===== src/rtl/scan_scheduler.sv =====
// Row scan scheduler for a binary-coded-modulation LED panel: sequences row shift,
// blanking, latch and weighted display time for every bit plane of every scan line.
module scan_scheduler #(
  parameter int COLOR_BITS = 5,
  parameter int LINES      = 32,
  parameter int BASE_TICKS = 8,
  parameter int DEAD_TICKS = 2
) (
  input  logic       clk,
  input  logic       reset_n,
  input  logic       enable,
  input  logic       frame_buffer_select,
  output logic       shift_req,
  output logic [2:0] shift_plane,
  output logic [4:0] shift_line,
  input  logic       shift_done,
  output logic       fb_active,
  output logic [4:0] line_select,
  output logic       stb,
  output logic       oe,
  output logic       frame_done
);

  typedef enum logic [2:0] {IDLE, SHIFT, BLANK, LATCH, DISPLAY} state_t;

  state_t      state_reg;
  logic [2:0]  plane_reg;
  logic [4:0]  line_reg;
  logic [15:0] cnt_reg;
  logic        shift_req_reg;
  logic [2:0]  shift_plane_reg;
  logic [4:0]  shift_line_reg;
  logic        fb_active_reg;
  logic [4:0]  line_select_reg;
  logic        stb_reg;
  logic        oe_reg;
  logic        frame_done_reg;

  logic [15:0] disp_limit;
  logic        last_plane;
  logic        last_line;
  logic [2:0]  plane_next;
  logic [4:0]  line_next;

  // Display time doubles with each plane: that is the modulation weight.
  assign disp_limit = 16'(BASE_TICKS) << plane_reg;
  assign last_plane = (plane_reg == 3'(COLOR_BITS - 1));
  assign last_line  = (line_reg == 5'(LINES - 1));

  always_comb begin
    plane_next = plane_reg + 3'd1;
    line_next  = line_reg;
    if (last_plane) begin
      plane_next = 3'd0;
      line_next  = last_line ? 5'd0 : line_reg + 5'd1;
    end
  end

  always_ff @(posedge clk or negedge reset_n) begin
    if (!reset_n) begin
      state_reg       <= IDLE;
      plane_reg       <= 3'd0;
      line_reg        <= 5'd0;
      cnt_reg         <= 16'd0;
      shift_req_reg   <= 1'b0;
      shift_plane_reg <= 3'd0;
      shift_line_reg  <= 5'd0;
      fb_active_reg   <= 1'b0;
      line_select_reg <= 5'd0;
      stb_reg         <= 1'b0;
      oe_reg          <= 1'b1;
      frame_done_reg  <= 1'b0;
    end else begin
      shift_req_reg  <= 1'b0;
      frame_done_reg <= 1'b0;
      case (state_reg)
        IDLE: begin
          oe_reg  <= 1'b1;
          stb_reg <= 1'b0;
          if (enable) begin
            state_reg       <= SHIFT;
            plane_reg       <= 3'd0;
            line_reg        <= 5'd0;
            shift_req_reg   <= 1'b1;
            shift_plane_reg <= 3'd0;
            shift_line_reg  <= 5'd0;
            fb_active_reg   <= frame_buffer_select;
          end
        end
        SHIFT: begin
          // A done pulse coincident with the request cannot belong to this shift.
          if (shift_done && !shift_req_reg) begin
            state_reg <= BLANK;
            cnt_reg   <= 16'd0;
          end
        end
        BLANK: begin
          if (cnt_reg == 16'(DEAD_TICKS - 1)) begin
            state_reg       <= LATCH;
            stb_reg         <= 1'b1;
            line_select_reg <= shift_line_reg;
          end else begin
            cnt_reg <= cnt_reg + 16'd1;
          end
        end
        LATCH: begin
          state_reg <= DISPLAY;
          stb_reg   <= 1'b0;
          oe_reg    <= 1'b0;
          cnt_reg   <= 16'd0;
        end
        DISPLAY: begin
          if (cnt_reg == disp_limit - 16'd1) begin
            oe_reg    <= 1'b1;
            plane_reg <= plane_next;
            line_reg  <= line_next;
            if (last_plane && last_line) begin
              frame_done_reg <= 1'b1;
              fb_active_reg  <= frame_buffer_select;
            end
            if (enable) begin
              state_reg       <= SHIFT;
              shift_req_reg   <= 1'b1;
              shift_plane_reg <= plane_next;
              shift_line_reg  <= line_next;
            end else begin
              state_reg <= IDLE;
            end
          end else begin
            cnt_reg <= cnt_reg + 16'd1;
          end
        end
        default: begin
          state_reg <= IDLE;
          oe_reg    <= 1'b1;
          stb_reg   <= 1'b0;
        end
      endcase
    end
  end

  assign shift_req   = shift_req_reg;
  assign shift_plane = shift_plane_reg;
  assign shift_line  = shift_line_reg;
  assign fb_active   = fb_active_reg;
  assign line_select = line_select_reg;
  assign stb         = stb_reg;
  assign oe          = oe_reg;
  assign frame_done  = frame_done_reg;

endmodule


===== config.mk =====
export PLATFORM = sky130hd
export DESIGN_NAME = scan_scheduler
export DESIGN_NICKNAME = d
export VERILOG_FILES = /design/src/rtl/scan_scheduler.sv
export SDC_FILE = /design/constraint.sdc
export NUM_CORES = 1
export LEC_CHECK = 0
export CAP_MARGIN = 20
export CELL_PAD_IN_SITES_DETAIL_PLACEMENT = 0
export CELL_PAD_IN_SITES_GLOBAL_PLACEMENT = 2
export CORE_MARGIN = 2
export CORE_UTILIZATION = 33
export CTS_CLUSTER_DIAMETER = 40
export DETAILED_ROUTE_END_ITERATION = 7
export PLACE_DENSITY = 0.75
export SYNTH_ARGS = -nofsm -noshare
export SYNTH_HDL_FRONTEND = slang
export SYNTH_SLANG_ARGS = --single-unit
export TNS_END_PERCENT = 100

===== constraint.sdc =====
create_clock -name clk -period 3.1 [get_ports clk]
set_input_delay 0.465 -clock clk [delete_from_list [all_inputs] [get_ports clk]]
set_output_delay 0.465 -clock clk [all_outputs]
set_load 0.01 [all_outputs]

==> key figures <==
Routing
  – Vias: approximately 2.6k
  – WL met3: 303 um
  – Met1 Wirelength: approximately 3.8 mm
  – Drt total wl: 7.447 mm
  – Routed len/inst: 16.02 um
  – Top sig layer: met4
  – Drt via density: 5.497
  – Post-route ant nets: 0
  – Met2 wire length: 3.275 mm
  – DRT iter0 DRCs: 137
  – Residual DRC: 0
  – First-pass iteration count of the detailed router: 4

Timing
  – Max Clock Freq: 344.2 MHz
  – Period utilisation layout: between 90% and 100%
  – Worst Tran Pin Value: 0.5528 ns
  – Final Slew Violations: 0
  – Total Neg Setup Slack: 0 ns
  – Setup violations, final: 0
  – Worst Skew: about 0.010 ns
  – Headroom to the max-slew limit: approximately 63%
  – Tmin final: 2.906 ns
  – RSZ-0062 raised after global routing: no
  – Endpoints failing hold: 0

Floorplan
  – Number of I/O pins: 23
  – Cell Rows: 34
  – Die X: 97.61 um
  – Initial core utilization: 33.65%
  – Die area: approximately 0.0095 mm2
  – Die H: 97.61 um
  – Core ar.: 0.008593 mm2

GRT
  – GRT Util Overall: 16.36%
  – Vias in the first global route: 2453
  – Initial antenna violation count: 0
  – First-pass GRT wire length: 12.77 mm
  – GRT overflow: 0
  – Largest net degree at the start of global routing: 46

Worst setup path
  – Crit path max fanout: 9
  – Slowest stage delay, CP: 0.50 ns
  – Critical Path Source Type: register
  – Reg-to-reg setup timing slack: 0.19 ns
  – WS Path Type: reg2reg
  – Worst EP required: around 3.4 ns
  – R2R cell count: 9
  – Most frequent CP cell: ha_1
  – Levels on crit path: 9
  – CP max stage cell: or4_1
  – Worst setup EP type: register
  – Crit path arrival time: roughly 3.2 ns
  – Worst r2r src: plane_reg[0]
  – WP buf/inv: 0
  – CP top delay family: simple AND/OR/NAND/NOR gates
  – CP Cell Sequence: ha_1 > ha_1 > nand2b_1 > nor4_1 > mux2i_1 > o2111a_2 > nand2_2 > or4_1 > nand3_1
  – Worst R2R End: shift_line[0]

Placed design
  – GPL Wtd Cong: between 0.7 and 0.8
  – Input/output buffers: 22
  – DP Area: 0.003284 mm2
  – DP HPWL: 5.349 mm

Layout
  – Commonest non-fill, non-tap cell in the layout: dfrtp_1
  – Post-route cell area: 0.003415 mm2
  – Final #Nets: 372
  – Share of cells above drive strength 1: between 10% and 20%
  – Multi-input gate area: around 0.0016 mm2
  – Largest register FFs: 16
  – Fin util: 39.74%
  – # fillers: 878
  – Antenna fix cells: 0
  – Most frequent cells in the layout: dfrtp_1 (44), nand2_1 (41), nand3_1 (31)
  – Storage cell area: 0.001127 mm2
  – Synthesis-to-layout area growth: 18.09%

CTS
  – Hold-fix buffers, CTS: 0
  – Clk pin slew, worst setup/hold paths: 0.10 ns
  – Worst-Skew Late Latency: 0.31 ns
  – Post-CTS setup buffer count: 0
  – TritonCTS clock tree: yes
  – Clock root buffer: clkbuf_8
  – Total clock sinks: 45
  – H-Tree Depth: 2
  – Max Root-Sink Buffers: 2
  – Clock buffer count from CTS: 5

Job
  – Max Cap Violations: 0

Power and ir drop
  – Clock power frac: 21.1%
  – Max IR drop VDD: 254.7 uV
  – Leak Pwr: 1.461 nW
  – Pwr/cell area: roughly 530 mW/mm2
  – Total power: 1.813 mW
  – Switching Share: 39.56%
  – Internal: 1.096 mW
  – P_sw: 717.0 uW
  – Reg power frac: about two fifths
  – Combinational Power Share: between 30 and 40%

Outcome
  – Status: finished, final reports clean

Logic synthesis
  – Synth Flop Type: dfrtp_1
  – Synthesized area per cell: 8.789 um2
  – Synthesized net count: 345
  – Post-synth ARST share: between 90% and 100%
  – Syn Inst Count: 329
  – Sequential fraction of the synthesis area: 38.99%
  – Post-Syn Area: around 0.0029 mm2
  – Post-synth EDFFs: 0
  – Synth cell types: between 50 and 60
  – Register bit total from synthesis: 45
  – Synth warn: 0

Worst hold path
  – Worst hold path class: in2async
-- area by class of cell --
cell class	instances	area share (%)
clock buffers	5	2.015
clock inverters	3	0.6596
inverters	15	1.649
multi-input cells	250	48.30
flip-flops and latches	45	33.02
well taps	108	3.958
repair buffers	39	10.41
-- Yosys cell counts (5+ instances only) --
master	instances	area share [%]
and3_1	7	1.5
dfrtp_1	44	38
nand4_1	7	1.5
clkbuf_1	13	1.7
inv_1	15	1.9
nand3_1	31	5.4
nand2_1	42	5.5
a22o_1	5	1.5
a21oi_1	13	2.3
nor2_1	18	2.3
o21ai_0	9	1.6
nor3_1	11	1.9
nor4_1	6	1.3
ha_1	11	4.8
buf_2	5	0.87
xnor2_1	6	1.8
mux2_2	7	2.7
nor4b_1	6	1.8
-- stage by stage --
stage / hold WS [ns] / instances / setup WS [ns]
after detailed placement: 0.4942 / 456 / 0.07930
after global routing: 0.1290 / 465 / 0.005664
after floorplan: 0.1694 / 329 / 0.2021
after CTS: 0.3904 / 464 / 0.04184
after global placement: 0.4882 / 456 / 0.2195
final: 0.1086 / 465 / 0.1944
-- power by group through the flow --
| stage | clock network (mW) | logic (mW) | registers, mW |
|---|---|---|---|
| 2_1_floorplan | 0 | 0.418 | 0.719 |
| 3_3_place_gp | 0 | 0.716 | 0.727 |
| 3_5_place_dp | 0 | 0.713 | 0.728 |
| 4_1_cts | 0.408 | 0.715 | 0.716 |
| 5_1_grt | 0.427 | 0.796 | 0.729 |
| 6_report | 0.383 | 0.714 | 0.716 |
-- per-layer routing --
metal | global-route usage, % | up-vias
met5 | 0 | -
met4 | 3.526 | 0
li1 | - | 1265
met3 | 2.518 | 5
met1 | 24.88 | 1233
met2 | 24.51 | 53
-- cell families (layout without fill, tap and decap cells) --
logic type	after synthesis	after routing	synth area share, %
fa+ha+maj	12	12	5.106
mux	11	11	4.111
simple gates	150	150	27.56
flops	45	45	38.99
xor+xnor	9	9	2.726
compound gates	68	68	16.88
buf+inv	34	62	4.630
-- how the worst max path moves through the flow --
stage | start | end | slack [ns]
after floorplan | plane_reg[0] | fb_active | 0.20
after global placement | plane_reg[0] | shift_line[2] | 0.22
after detailed placement | plane_reg[0] | shift_line[2] | 0.08
after CTS | plane_reg[0] | shift_line[2] | 0.04
after global routing | plane_reg[0] | shift_line[0] | 0.006
final | plane_reg[0] | shift_line[0] | 0.19
-- timing repair --
action / in CTS / in global routing
hold endpoints to repair: 0 / 0
setup endpoints to repair: 0 / 26
gates resized for setup: 0 / 6
Note: power is estimated with default switching activity, not from simulation.
